`config.mk`:
```
export PLATFORM = sky130hd
export DESIGN_NAME = key_bounce_gen
export DESIGN_NICKNAME = d
export VERILOG_FILES = /design/src/rtl/key_bounce_gen.sv
export SDC_FILE = /design/constraint.sdc
export NUM_CORES = 1
export LEC_CHECK = 0
export ABC_AREA = 1
export CORE_MARGIN = 2
export CORE_UTILIZATION = 29
export DETAILED_ROUTE_END_ITERATION = 16
export HOLD_SLACK_MARGIN = 0.06
export SLEW_MARGIN = 10
export SYNTH_ARGS = -nofsm -noshare
export SYNTH_HDL_FRONTEND = slang
export SYNTH_SLANG_ARGS = --single-unit
```
`constraint.sdc`:
```
create_clock -name clk -period 4.7 [get_ports clk]
set_clock_uncertainty 0.15 [all_clocks]
set_input_delay 0.94 -clock clk [delete_from_list [all_inputs] [get_ports clk]]
set_output_delay 0.94 -clock clk [all_outputs]
set_load 0.1 [all_outputs]
```
`src/rtl/key_bounce_gen.sv`:
```
// key_bounce_gen: emulates a bouncy mechanical key for exercising a debouncer.
// A command moves key_out to cmd_level through 2*BOUNCE_MAX+1 toggles spaced by
// pseudo-random widths. The final level is then held for SETTLE_CYC cycles, and
// done pulses for one cycle.
//
// Parameters:
//   BOUNCE_MAX  extra toggle pairs before the final level (0 = clean edge)
//   GLITCH_MAX  max glitch width in cycles, power of two in 2..256
//   SETTLE_CYC  cycles the final level is held before done, >= 1
//   LFSR_SEED   non-zero reset value of the 16-bit LFSR
// Ports:
//   clk        clock, rising edge
//   rst        asynchronous active-high reset
//   cmd_valid  request to move key_out to cmd_level
//   cmd_level  target key level (1 = pressed)
//   cmd_ready  block is idle and can accept a command
//   key_out    emulated key output
//   busy       a command is in progress
//   done       one-cycle pulse when a command completes
module key_bounce_gen #(
  parameter int unsigned BOUNCE_MAX = 3,
  parameter int unsigned GLITCH_MAX = 16,
  parameter int unsigned SETTLE_CYC = 2500,
  parameter logic [15:0] LFSR_SEED  = 16'hACE1
) (
  input  logic clk,
  input  logic rst,
  input  logic cmd_valid,
  input  logic cmd_level,
  output logic cmd_ready,
  output logic key_out,
  output logic busy,
  output logic done
);

  localparam int unsigned TogTotal = 2 * BOUNCE_MAX + 1;
  localparam int unsigned TogW     = (TogTotal > 1) ? $clog2(TogTotal) : 1;
  localparam int unsigned GapW     = $clog2(GLITCH_MAX);
  localparam int unsigned SetW     = (SETTLE_CYC > 1) ? $clog2(SETTLE_CYC) : 1;

  // Toggles still owed after the first edge.
  localparam logic [TogW-1:0] TogLoad  = TogW'(2 * BOUNCE_MAX);
  localparam logic [SetW-1:0] SetLast  = SetW'(SETTLE_CYC - 1);
  localparam logic [7:0]      GapMask  = 8'(GLITCH_MAX - 1);

  typedef enum logic [1:0] {StIdle, StBounce, StSettle} state_e;

  state_e            state_q;
  logic [15:0]       lfsr_q;
  logic [15:0]       lfsr_next;
  logic [TogW-1:0]   tog_q;
  logic [GapW-1:0]   gap_q;
  logic [GapW-1:0]   gap_load;
  logic [SetW-1:0]   set_q;

  // Right-shifting Galois form of x^16+x^14+x^13+x^11+1; never reaches zero from a
  // non-zero seed.
  assign lfsr_next = {1'b0, lfsr_q[15:1]} ^ (lfsr_q[0] ? 16'hB400 : 16'h0000);

  // gap_q counts W-1 down to 0, so consecutive toggles are W cycles apart.
  assign gap_load = GapW'(lfsr_q[7:0] & GapMask);

  assign cmd_ready = (state_q == StIdle);
  assign busy      = ~cmd_ready;

  always_ff @(posedge clk or posedge rst) begin
    if (rst) begin
      state_q <= StIdle;
      key_out <= 1'b0;
      done    <= 1'b0;
      lfsr_q  <= LFSR_SEED;
      tog_q   <= '0;
      gap_q   <= '0;
      set_q   <= '0;
    end else begin
      lfsr_q <= lfsr_next;
      done   <= 1'b0;
      unique case (state_q)
        StIdle: begin
          if (cmd_valid) begin
            set_q <= '0;
            if (cmd_level != key_out) begin
              key_out <= cmd_level;
              if (TogLoad == '0) begin
                // Single clean edge: the first toggle is also the last.
                state_q <= StSettle;
              end else begin
                state_q <= StBounce;
                tog_q   <= TogLoad;
                gap_q   <= gap_load;
              end
            end else begin
              state_q <= StSettle;
            end
          end
        end
        StBounce: begin
          if (gap_q == '0) begin
            key_out <= ~key_out;
            if (tog_q == TogW'(1)) begin
              state_q <= StSettle;
              tog_q   <= '0;
              set_q   <= '0;
            end else begin
              tog_q <= tog_q - TogW'(1);
              gap_q <= gap_load;
            end
          end else begin
            gap_q <= gap_q - GapW'(1);
          end
        end
        StSettle: begin
          if (set_q == SetLast) begin
            done    <= 1'b1;
            state_q <= StIdle;
            set_q   <= '0;
          end else begin
            set_q <= set_q + SetW'(1);
          end
        end
        default: state_q <= StIdle;
      endcase
    end
  end

endmodule

```
==> out/results.tsv, run 1 <==
stage	metric	value	unit
yosys	yosysMostFrequentCell	nand2_1	
yosys	ys_warn_count	0	
routing	viasPerCell	4.48	
routing	dr.pass1.iters	4	
global_routing	gr-total-overflow	0	
global_routing	grt_pass1_wl	6120	um
sta	post-route-min-period	3120	ps
finish	antenna_cells	0	
worst_setup_path	cp.arrival	2030	ps
sta	hold_violations	0	
cts	clock_path_buffers	2	
sta	max-slew-margin-rel	35.7	%
routing	drc	0	
worst_setup_path	worst-path-max-fanout	4	
sta	finalCritPeriodShare	66.4	%
cts	numCtsBuffers	5	
cts	hold_buffers	0	
sta	rsz0062_at_grt	false	
placed_design	gp_congestion	0.787	
power_and_ir_drop	p_per_area	287	nW/um^2
cts	post-cts-setup-buffers	0	
global_routing	grt_pass1_vias	1318	
yosys	synth.top_cell.area_share	40.5	%
cts	cts_root_buffer	clkbuf_8	
yosys	yosys.area.top_type	dfrtp_1	
yosys	netlist_area	1910	sq um
cts	cts_htree_levels	2	
cts	clkSinkCount	39	
worst_setup_path	rr_worst_depth	9	
routing	ant_nets	0	
yosys	synth.distinct_cells	23	
worst_setup_path	critPathMaxStageDelay	1150	ps
global_routing	grt_antenna_before_repair	0	
routing	met1_length	1820	um
global_routing	grt_max_degree	40	
yosys	synthTopCellsByCount	57 x nand2_1, 31 x dfrtp_1, 29 x inv_1	
power_and_ir_drop	vdd_drop_max	0.158	mV
flow_run	cap_violations	0	
yosys	avgSynthCellArea	8.47	sq um
routing	drtIter0Drc	74	
routing	routed.top_layer	met4	
yosys	async_reset_ff_share	100	%
die	fp.dieArea	7270	sq um
sta	setup_viol	0	
power_and_ir_drop	power	630	uW
routing	met3_length	89	um
finish	layout.nets	249	
yosys	yosys_most_used_dff	dfrtp_1	
die	io_pins	8	
die	core-area	6350	sq um
worst_hold_path	holdPathStages	0	
routing	finalWirelength	3500	um
global_routing	track_usage	10.5	%
worst_setup_path	crit_path_cell_trace	nor2_1 -> clkdlybuf4s50_1	
worst_hold_path	hold_path.class	flip-flop to flip-flop	
power_and_ir_drop	power.leakage	1.06	nW
worst_setup_path	cp-end-kind	output port	
yosys	synthesis.instances	226	
worst_setup_path	required	3610	ps
sta	worst_slew_pin_slew	961	ps
die	initial_core_util	30.1	%
cts	cts_tree	built	
finish	drive_above_1_share	12.4	%
sta	drv_slew	0	
finish	area_delta_synth_final	14.7	%
die	die_x	85.2	um
worst_setup_path	crit_type	flip-flop to output port	
die	die_y	85.2	um
worst_setup_path	startpoint_type	flip-flop	
sta	max_freq	321	MHz
sta	tns	0	ps
cts	clk_latency	290	ps
yosys	synth.area.top_cells	dfrtp_1 41%, nand2_1 11%, dfstp_2 11%	
routing	vias	1425	
placed_design	numPortBuffers	7	
yosys	ys_ff_latch	39	
yosys	synth_nets	235	
yosys	synth_seq_area_share	51.5	%
cts	cts_resized	0	
yosys	synth_edf_count	0	
routing	routedWlPerCell	11.0	um
outcome	outcome	finished clean	
placed_design	dp_hpwl	2470	um
die	rows	29	
worst_setup_path	slowest_stage	clkdlybuf4s50_1	
cts	clk_pin_slew	80	ps
routing	met2_length	1550	um
-- per-stage QoR --
stage | area [sq um] | utilization, % | std cells | setup WS [ps] | hold WS, ps
after floorplan | 1910 | - | 226 | 1890 | 181
after CTS | 2200 | 34.6 | 318 | 1570 | 205
final | 2200 | 34.6 | 318 | 1580 | 202
after global routing | 2200 | 34.6 | 318 | 1490 | 213
after detailed placement | 2080 | 32.8 | 310 | 1900 | 186
after global placement | 2080 | 32.8 | 310 | 1920 | 187
-- worst paths after layout --
| kind | end | slack, ps | startpoint |
|---|---|---|---|
| worst max register to register | set_q[0]$_DFFE_PP0P_ | 2980 | gap_q[0]$_DFFE_PP0P_ |
| worst max-delay path | cmd_ready | 1580 | state_q[0]$_DFFE_PP0P_ |
| max in group asynchronous | lfsr_q[0]$_DFF_PP1_ | 3120 | rst |
| min in group asynchronous | set_q[11]$_DFFE_PP0P_ | 920 | rst |
| worst min register to register | lfsr_q[8]$_DFF_PP0_ | 200 | lfsr_q[9]$_DFF_PP0_ |
| worst min-delay path | lfsr_q[8]$_DFF_PP0_ | 200 | lfsr_q[9]$_DFF_PP0_ |
-- layout by cell type (no fill, tap or decap) --
cell type	n
nor2_1	22
ha_1	5
clkinv_2	1
dfstp_2	8
clkdlybuf4s50_1	7
inv_2	3
inv_1	29
nor3_1	2
o21ai_0	20
clkbuf_8	5
nand4_1	10
o21ai_2	1
nand2_4	3
inv_6	1
nor2_4	2
clkinv_4	1
dfrtp_1	31
buf_4	1
xor2_1	6
or2_0	1
a21oi_4	1
nand2_2	1
nand3_1	18
o22ai_1	2
nand2_1	57
nor2_2	1
bufinv_16	1
o211ai_1	1
-- layer usage --
| layer | vias to the layer above | track usage, % |
|---|---|---|
| li1 | 749 | - |
| met2 | 16 | 15.6 |
| met3 | 6 | 2.63 |
| met5 | - | 0 |
| met1 | 654 | 14.8 |
| met4 | 0 | 3.90 |
-- critical path, delay by kind of cell, from the launching register on --
family / cells / cell delay, ps
flops: 1 / 440
simple gates: 1 / 150
buf+inv: 1 / 1150
-- logic make-up after synthesis --
kind of cell,count (synthesis),synth area share (%)
AOI/OAI and AO/OA,25,7.58
DFF,39,51.5
xor gates and xnor gates,6,2.75
buffers and inverters,34,6.99
adders and majority gates,5,3.27
and+or+nand+nor,117,27.9
-- where the power goes --
part           internal [mW]  switching [mW]  leakage (nW)
clock                  0.158           0.125        0.0581
sequential             0.336               0         0.469
combinational        0.00329         0.00803         0.533
-- area by class of cell --
cell class	count	area, sq um
Clock inverter	3	43.8
Multi-Input combinational cell	153	795
Sequential cell	39	986
Inverter	33	129
Fill cell	622	4150
Clock buffer	5	68.8
Timing Repair Buffer	8	77.6
Tap cell	77	96.3
-- flip-flops by register name (all words and copies together) (netlist names) --
name,flops
done,1
tog_q,3
state_q,2
gap_q,4
set_q,12
lfsr_q,16
key_out,1
(Power assumes the default switching activity.)
==> inputs of run 2 (changes only) <==
clock period = 2.6 ns   (was 4.7 ns; I/O delays follow)
==> out/results.tsv, run 2 (synthesized netlist as in run 1, its figures left out) <==
stage	metric	value	unit	change
routing	dr.pass1.iters	4		unchanged
cts	clk_pin_slew	80	ps	about the same
finish	final_common_cell	nand2_1		
routing	routedWlPerCell	11.3	um	+2.6%
sta	max_freq	533	MHz	
finish	fillers	651		+4.7%
cts	cts_root_buffer	clkbuf_8		
cts	clock_path_buffers	2		unchanged
routing	drc	0		unchanged
cts	cts_htree_levels	2		unchanged
routing	viasPerCell	4.55		+1.6%
cts	cts_tree	built		
global_routing	grt_pass1_wl	6150	um	+0.44%
worst_setup_path	crit_type	flip-flop to output port		
routing	drtIter0Drc	49		-34%
cts	clk_latency	300	ps	about the same
sta	hold_ws	205	ps	+3.62 ps
cts	post-cts-setup-buffers	0		unchanged
worst_setup_path	startpoint_type	flip-flop		
routing	finalWirelength	3600	um	+2.9%
power_and_ir_drop	vdd_drop_max	0.251	mV	+59%
worst_setup_path	rr_worst_depth	9		unchanged
flow_run	cap_violations	0		unchanged
finish	drive_above_1_share	14.5	%	+2.0 points
worst_setup_path	crit_path_cell_trace	nor2_1 -> buf_4		
die	die_x	85.2	um	unchanged
finish	layout_common_cells	57 x nand2_1, 31 x dfrtp_1, 29 x inv_1		
worst_hold_path	holdPathStages	0		unchanged
sta	drv_slew	0		unchanged
cts	numCtsBuffers	5		unchanged
die	fp.dieArea	7270	sq um	unchanged
global_routing	grt_antenna_before_repair	0		unchanged
worst_setup_path	worstReg2RegStart	gap_q[0]$_DFFE_PP0P_		
worst_setup_path	required	1930	ps	-1680 ps
sta	hold_violations	0		unchanged
placed_design	gp_congestion	0.834		+5.9%
die	rows	29		unchanged
worst_setup_path	r2r_slack	850	ps	-2130 ps
sta	worst_slew_pin_slew	476	ps	-486 ps
global_routing	grt_max_degree	40		unchanged
sta	finalCritPeriodShare	72.2	%	
cts	hold_buffers	0		unchanged
die	die_y	85.2	um	unchanged
finish	reg.largest.list	lfsr_q (16), set_q (12), gap_q (4)		
die	io_pins	8		unchanged
outcome	outcome	finished clean		
cts	cts_resized	0		unchanged
routing	vias	1453		+2.0%
worst_hold_path	hold_path.class	flip-flop to flip-flop		
routing	ant_nets	0		unchanged
worst_setup_path	slowest_stage	dfrtp_1		
finish	antenna_cells	0		unchanged
finish	largest_reg_flops	16		unchanged
die	core-area	6350	sq um	unchanged
global_routing	gr-total-overflow	0		unchanged
sta	tns	0	ps	unchanged
power_and_ir_drop	p_per_area	523	nW/um^2	+82%
worst_setup_path	cp.arrival	1210	ps	-820 ps
finish	area_delta_synth_final	14.8	%	about the same
worst_setup_path	startpoint	state_q[0]$_DFFE_PP0P_		
finish	regMostFlops	lfsr_q		
sta	max-slew-margin-rel	68.3	%	+33 points
sta	rsz0062_at_grt	false		
placed_design	numPortBuffers	7		unchanged
power_and_ir_drop	power.leakage	1.07	nW	+0.79%
worst_setup_path	cp-end-kind	output port		
global_routing	grt_pass1_vias	1350		+2.4%
worst_setup_path	crit_end	cmd_ready		
placed_design	dp_hpwl	2610	um	+5.6%
finish	layout.nets	250		+0.40%
die	initial_core_util	30.1	%	unchanged
sta	setup_viol	0		unchanged
global_routing	track_usage	10.8	%	+0.28 points
worst_setup_path	reg2reg_to	set_q[0]$_DFFE_PP0P_		
worst_setup_path	critPathMaxStageDelay	440	ps	-710 ps
sta	post-route-min-period	1880	ps	
worst_setup_path	worst-path-max-fanout	4		unchanged
cts	clkSinkCount	39		unchanged
[run 2: routing by layer]
| metal | global-route usage (%) | part of all wire, % |
|---|---|---|
| met5 | 0 | 0 |
| met4 | 5.19 | 1.8 |
| met1 | 13.3 | 49 |
| met2 | 17.2 | 47 |
| met3 | 3.21 | 2.9 |
[run 2: power breakdown]
group	leakage [nW]	internal (mW)	switching, mW
clock network	0.0587	0.291	0.232
logic	0.540	0.00595	0.0140
registers	0.469	0.607	0
total	1.07	0.903	0.246
[run 2: final cells by class]
type	instances	area, sq um	share of cell area [%]
Clock inverter	3	47.5	2.16
Timing Repair Buffer	9	75.1	3.42
Clock buffer	5	68.8	3.13
Sequential cell	39	986	44.9
Tap cell	77	96.3	4.38
Multi-Input combinational cell	153	795	36.2
Inverter	33	129	5.87
[run 2: worst min-delay path by stage]
stage                              from             endpoint
finish              lfsr_q[9]$_DFF_PP0_  lfsr_q[8]$_DFF_PP0_
detailed placement  lfsr_q[9]$_DFF_PP0_  lfsr_q[8]$_DFF_PP0_
CTS                 lfsr_q[9]$_DFF_PP0_  lfsr_q[8]$_DFF_PP0_
floorplan           lfsr_q[4]$_DFF_PP0_  lfsr_q[3]$_DFF_PP0_
global placement    lfsr_q[9]$_DFF_PP0_  lfsr_q[8]$_DFF_PP0_
global route        lfsr_q[7]$_DFF_PP1_  lfsr_q[6]$_DFF_PP1_
[run 2: through the flow]
stage / setup slack [ps] / util (%) / instances / power [mW] / area (sq um)
finish: 724 / 34.6 / 319 / 1.15 / 2200
global route: 667 / 34.6 / 319 / 1.21 / 2200
CTS: 710 / 34.6 / 319 / 1.17 / 2200
detailed placement: 598 / 32.8 / 311 / 0.640 / 2080
global placement: 631 / 32.8 / 311 / 0.639 / 2080
floorplan: 12.7 / - / 226 / 0.630 / 1910
[run 2: worst max-delay path, delay by kind of cell (launching register included)]
kind          cells  cell delay (ps)
buf+inv           1              310
flops             1              440
simple gates      1              150
